**src/rtl/flex_counter_ud_if.sv**
```systemverilog
// Control/status bundle for the flex up/down counter.
// The master drives the controls; the slave (the counter) returns the count and flags.
interface flex_counter_ud_if #(
  parameter int N = 4
);
  logic         clear;
  logic         load;
  logic [N-1:0] load_val;
  logic         count_enable;
  logic         count_up;
  logic         saturate;
  logic [N-1:0] rollover_val;
  logic [N-1:0] count_out;
  logic         rollover_flag;
  logic         zero_flag;
  logic         wrap_pulse;

  modport master (
    output clear, load, load_val,
    output count_enable, count_up,
    output saturate, rollover_val,
    input  count_out, rollover_flag,
    input  zero_flag, wrap_pulse
  );

  modport slave (
    input  clear, load, load_val,
    input  count_enable, count_up,
    input  saturate, rollover_val,
    output count_out, rollover_flag,
    output zero_flag, wrap_pulse
  );
endinterface

```
**src/rtl/flex_counter_ud.sv**
```systemverilog
// Up/down counter with load, wrap or saturate limits and
// registered flags aligned with the count value.
module flex_counter_ud #(
  parameter int NUM_CNT_BITS = 4
) (
  input  logic             clk,
  input  logic             rst,
  flex_counter_ud_if.slave bus
);
  localparam int N = NUM_CNT_BITS;

  logic [N-1:0] cnt_q, cnt_d;
  logic         roll_q, roll_d;
  logic         zero_q, zero_d;
  logic         wrap_q, wrap_d;
  logic [N-1:0] rv;

  assign rv = bus.rollover_val;

  always_comb begin
    cnt_d  = cnt_q;
    wrap_d = 1'b0;
    if (bus.clear) begin
      cnt_d = '0;
    end else if (bus.load) begin
      cnt_d = (bus.load_val > rv) ? rv : bus.load_val;
    end else if (bus.count_enable) begin
      if (bus.count_up) begin
        if (cnt_q < rv) begin
          cnt_d = cnt_q + 1'b1;
        end else if (bus.saturate) begin
          cnt_d = rv;
        end else begin
          cnt_d  = '0;
          wrap_d = 1'b1;
        end
      end else begin
        // out-of-range counts snap back to the limit
        if (cnt_q > rv) begin
          cnt_d = rv;
        end else if (cnt_q != '0) begin
          cnt_d = cnt_q - 1'b1;
        end else if (!bus.saturate) begin
          cnt_d  = rv;
          wrap_d = 1'b1;
        end
      end
    end
    roll_d = (cnt_d == rv);
    zero_d = (cnt_d == '0);
  end

  always_ff @(posedge clk or posedge rst) begin
    if (rst) begin
      cnt_q  <= '0;
      roll_q <= 1'b0;
      zero_q <= 1'b1;
      wrap_q <= 1'b0;
    end else begin
      cnt_q  <= cnt_d;
      roll_q <= roll_d;
      zero_q <= zero_d;
      wrap_q <= wrap_d;
    end
  end

  assign bus.count_out     = cnt_q;
  assign bus.rollover_flag = roll_q;
  assign bus.zero_flag     = zero_q;
  assign bus.wrap_pulse    = wrap_q;
endmodule

```
**src/flat_wrapper.sv**
```systemverilog
// flat-port wrapper written by rule: the top's interface ports become plain ports
module flex_counter_ud_flat 
#(
  parameter int NUM_CNT_BITS = 4
)
  (clk, rst, bus_clear, bus_load, bus_load_val, bus_count_enable, bus_count_up, bus_saturate, bus_rollover_val, bus_count_out, bus_rollover_flag, bus_zero_flag, bus_wrap_pulse);
  flex_counter_ud_if #(.N(4)) bus_i ();
  input  logic clk;
  input  logic rst;
  input wire logic [$bits(bus_i.clear)-1:0] bus_clear;
  input wire logic [$bits(bus_i.load)-1:0] bus_load;
  input wire logic [$bits(bus_i.load_val)-1:0] bus_load_val;
  input wire logic [$bits(bus_i.count_enable)-1:0] bus_count_enable;
  input wire logic [$bits(bus_i.count_up)-1:0] bus_count_up;
  input wire logic [$bits(bus_i.saturate)-1:0] bus_saturate;
  input wire logic [$bits(bus_i.rollover_val)-1:0] bus_rollover_val;
  output wire logic [$bits(bus_i.count_out)-1:0] bus_count_out;
  output wire logic [$bits(bus_i.rollover_flag)-1:0] bus_rollover_flag;
  output wire logic [$bits(bus_i.zero_flag)-1:0] bus_zero_flag;
  output wire logic [$bits(bus_i.wrap_pulse)-1:0] bus_wrap_pulse;
  assign bus_i.clear = bus_clear;
  assign bus_i.load = bus_load;
  assign bus_i.load_val = bus_load_val;
  assign bus_i.count_enable = bus_count_enable;
  assign bus_i.count_up = bus_count_up;
  assign bus_i.saturate = bus_saturate;
  assign bus_i.rollover_val = bus_rollover_val;
  assign bus_count_out = bus_i.count_out;
  assign bus_rollover_flag = bus_i.rollover_flag;
  assign bus_zero_flag = bus_i.zero_flag;
  assign bus_wrap_pulse = bus_i.wrap_pulse;
  flex_counter_ud #(.NUM_CNT_BITS(NUM_CNT_BITS)) u_core (.clk(clk), .rst(rst), .bus(bus_i));
endmodule
```
**config.mk**
```make
export PLATFORM = sky130hd
export DESIGN_NAME = flex_counter_ud_flat
export DESIGN_NICKNAME = d
export VERILOG_FILES = /design/src/rtl/flex_counter_ud_if.sv /design/src/rtl/flex_counter_ud.sv /design/src/flat_wrapper.sv
export SDC_FILE = /design/constraint.sdc
export NUM_CORES = 1
export LEC_CHECK = 0
export CORE_MARGIN = 2
export CORE_UTILIZATION = 45
export DETAILED_ROUTE_END_ITERATION = 10
export GPL_ROUTABILITY_DRIVEN = 1
export GPL_TIMING_DRIVEN = 1
export PLACE_DENSITY = 0.72
export SLEW_MARGIN = 20
export SYNTH_ARGS = -nofsm -noshare
export SYNTH_HDL_FRONTEND = slang
export SYNTH_SLANG_ARGS = --single-unit
```
**constraint.sdc**
```tcl
create_clock -name clk -period 3.03 [get_ports clk]
set_clock_uncertainty 0.05 [all_clocks]
set_input_delay 0.4545 -clock clk [delete_from_list [all_inputs] [get_ports clk]]
set_output_delay 0.4545 -clock clk [all_outputs]
set_load 0.02 [all_outputs]
```
==> reports/qor.csv <==
metric;value;unit
clockRootBuffer;clkbuf_4;
ys_warn_count;0;
min_period;2.95;ns
drive_above_1_share;31.7;%
synthArstFlopShare;100;%
io_pins;22;
synthAdderAreaFrac;11.0;%
die_y;54.4;um
worst_slew_pin_slew;0.440;ns
internal_power;329;uW
synth-edff-count;0;
synth_mux_area_share;1.75;%
nets;215;
synth_nets;164;
grt_pass1_vias;1198;
crit_type;in2reg;
switching_power;234;uW
crit_required;3.12;ns
placed_area;0.00153;mm2
synth.most_common_cell;nor2_1;
port_buffers;21;
rows;18;
final_max_slew_viol_count;0;
drc_errors;0;
drt-pass1-iter-count;4;
die_width;54.4;um
ys_seq_elements;7;
clkSinkCount;7;
ir_drop;0.000252;V
grt_pass1_wl;5350;um
grt_util_all_layers;25.7;%
fin_ws;0.0774;ns
start_util;46.9;%
clockPowerShare;14.6;%
grt_overflow;0;
avgSynthCellArea;8.21;um2
pre_cts_ws;-0.182;ns
drv_cap;0;
p_sw_share;41.6;%
fin_cells;219;
p_leak;0.000735;uW
ys_types;55;
drtAntennaViolNets;0;
syn2layout_area_growth;42.9;%
finalCritPeriodShare;97.4;%
postLayoutCellArea;0.00163;mm2
startpoint_type;primary input;
synthCells;139;
pwr-share-comb;65.6;%
yosysTopAreaCell;dfrtp_1;
setup_violations;0;
via_count;1297;
tritoncts;yes;
grt_start_max_net_pins;13;
antenna_found_initial;0;
hp-class;in2async;
hold_viol;0;
maxClockFrequency;339;MHz
utilization;67.0;%
slew-limit-headroom;69.9;%
yosys.area.top_type_share;13.2;%
synth_area_leaders;dfrtp_1 13%, ha_1 11%, o21ai_0 3.9%, nor2_1 3.9%, inv_1 3.3%;
cellPowerDensity;345;mW/mm2
h-tree-depth;1;
status;completed;
max-clock-path-buffers;2;
seqPwrFrac;19.8;%
die_area;0.00295;mm2
wire_per_inst;16.2;um
synth_area;0.00114;mm2
drt_iter0_markers;37;
synth_top_family_by_area;compound AO/OA/AOI/OAI gates;
core;0.00243;mm2
ys_seq_area_share;15.5;%
antenna_cells;0;
arrival;3.05;ns
synth_compound_area_share;35.0;%
yosys.area_share.xor_xnor;2.30;%
synth.cells.most_frequent;12 x nor2_1, 10 x ha_1, 10 x inv_1, 9 x o21ai_0, 7 x a21oi_1;
cts_buffers;3;
cp-end-kind;flip-flop;
synthSimpleGateAreaFrac;24.7;%
dp_hpwl;2840;um
crit_path_max_fanout;5;
clock_latency;0.24;ns
routed_wl;3560;um
synth_flop_cell;dfrtp_1;
post-place-cells;211;
place.gp.congestion;0.901;
rsz0062_at_grt;no;
path_clk_slew;0.05;ns
drt-vias-per-instance;5.92;
==> state kept, by name, indices dropped and copies added, names as in the netlist <==
register,count
u_core.bus.count_out,4
u_core.bus.zero_flag,1
u_core.bus.wrap_pulse,1
u_core.bus.rollover_flag,1
==> area by class of cell <==
type / instances / area (um2)
Multi-Input combinational cell: 113 / 887
Timing Repair Buffer: 53 / 458
Clock buffer: 4 / 26.3
Tap cell: 30 / 37.5
Fill cell: 217 / 802
Inverter: 12 / 45.0
Sequential cell: 7 / 176
==> cells by family after synthesis <==
logic type               count (synthesis)
AO/OA/AOI/OAI                           49
XOR/XNOR                                 3
adder cells (fa/ha/maj)                 10
buffers and inverters                   19
flip-flops                               7
multiplexers                             2
AND/OR/NAND/NOR                         49
==> layout by cell type (no fill, tap or decap), drive strengths merged, types with 2 or more instances in the layout <==
cell type / n
o21a: 2
dlymetal6s2s: 3
a21boi: 3
o211ai: 2
dfrtp: 6
o21ai: 11
inv: 12
clkbuf: 4
o22ai: 3
nor4: 4
clkdlybuf4s50: 18
nor2b: 2
mux2i: 2
nor4b: 2
nor3: 5
a21oi: 8
buf: 32
ha: 10
a211oi: 3
or2: 2
nor2: 12
o31ai: 3
nand2: 5
xor2: 3
a221oi: 3
a31oi: 4
nand3: 6
nand2b: 3
nor3b: 2
nand4: 2
==> per-stage QoR <==
| stage | setup TNS (ns) | hold WS, ns | total power, uW |
|---|---|---|---|
| 6_report | 0 | 0.410 | 563 |
| 5_1_grt | 0 | 0.425 | 601 |
| 4_1_cts | 0 | 0.411 | 539 |
| 3_5_place_dp | -0.438 | 0.673 | 454 |
| 3_3_place_gp | -0.382 | 0.636 | 446 |
| 2_1_floorplan | 0 | 0.207 | 325 |
==> critical path, cell delays in order <==
cell and delay (ns):
clkdlybuf4s50_1 0.55, ha_1 0.22, nor2b_4 0.06, o211ai_4 0.28, nand2_2 0.10, and3_4 0.19
o31ai_4 0.29, o31ai_2 0.09, or4_4 0.53, nor4_2 0.29
==> path summary, 6_finish.rpt <==
path | slack [ns] | cells after the start | startpoint | end
min in group clk | 0.69 | 4 | bus_rollover_val[1] | u_core.bus.rollover_flag
worst min register to register | 0.97 | 5 | u_core.bus.count_out[3] | u_core.bus.wrap_pulse
worst max register to register | 0.25 | 9 | u_core.bus.count_out[1] | u_core.bus.rollover_flag
worst max-delay path | 0.08 | 10 | bus_rollover_val[0] | u_core.bus.rollover_flag
max in group asynchronous | 2.25 | 2 | rst | u_core.bus.zero_flag
worst min-delay path | 0.41 | 2 | rst | u_core.bus.rollover_flag
==> routing by layer <==
layer	global-route usage, %	share of wire, %	vias up
li1	-	-	631
met1	31.6	41	597
met2	45.2	51	61
met3	5.74	6.0	8
met4	5.83	1.4	0
met5	0	0	-
==> what timing repair did <==
item                       4_1_cts  5_1_grt
setup endpoints to repair        0        3
setup buffers                    0        4
hold buffers                     0        0
gates resized for setup          0       16
==> power by group through the flow <==
stage / Clock (uW) / Sequential [uW] / Combinational, uW
3_3_place_gp: 0 / 113 / 334
5_1_grt: 92.2 / 112 / 397
2_1_floorplan: 0 / 128 / 197
6_report: 82.0 / 112 / 369
3_5_place_dp: 0 / 113 / 341
4_1_cts: 84.5 / 111 / 343
No activity file was read; power rests on OpenSTA's default activity.
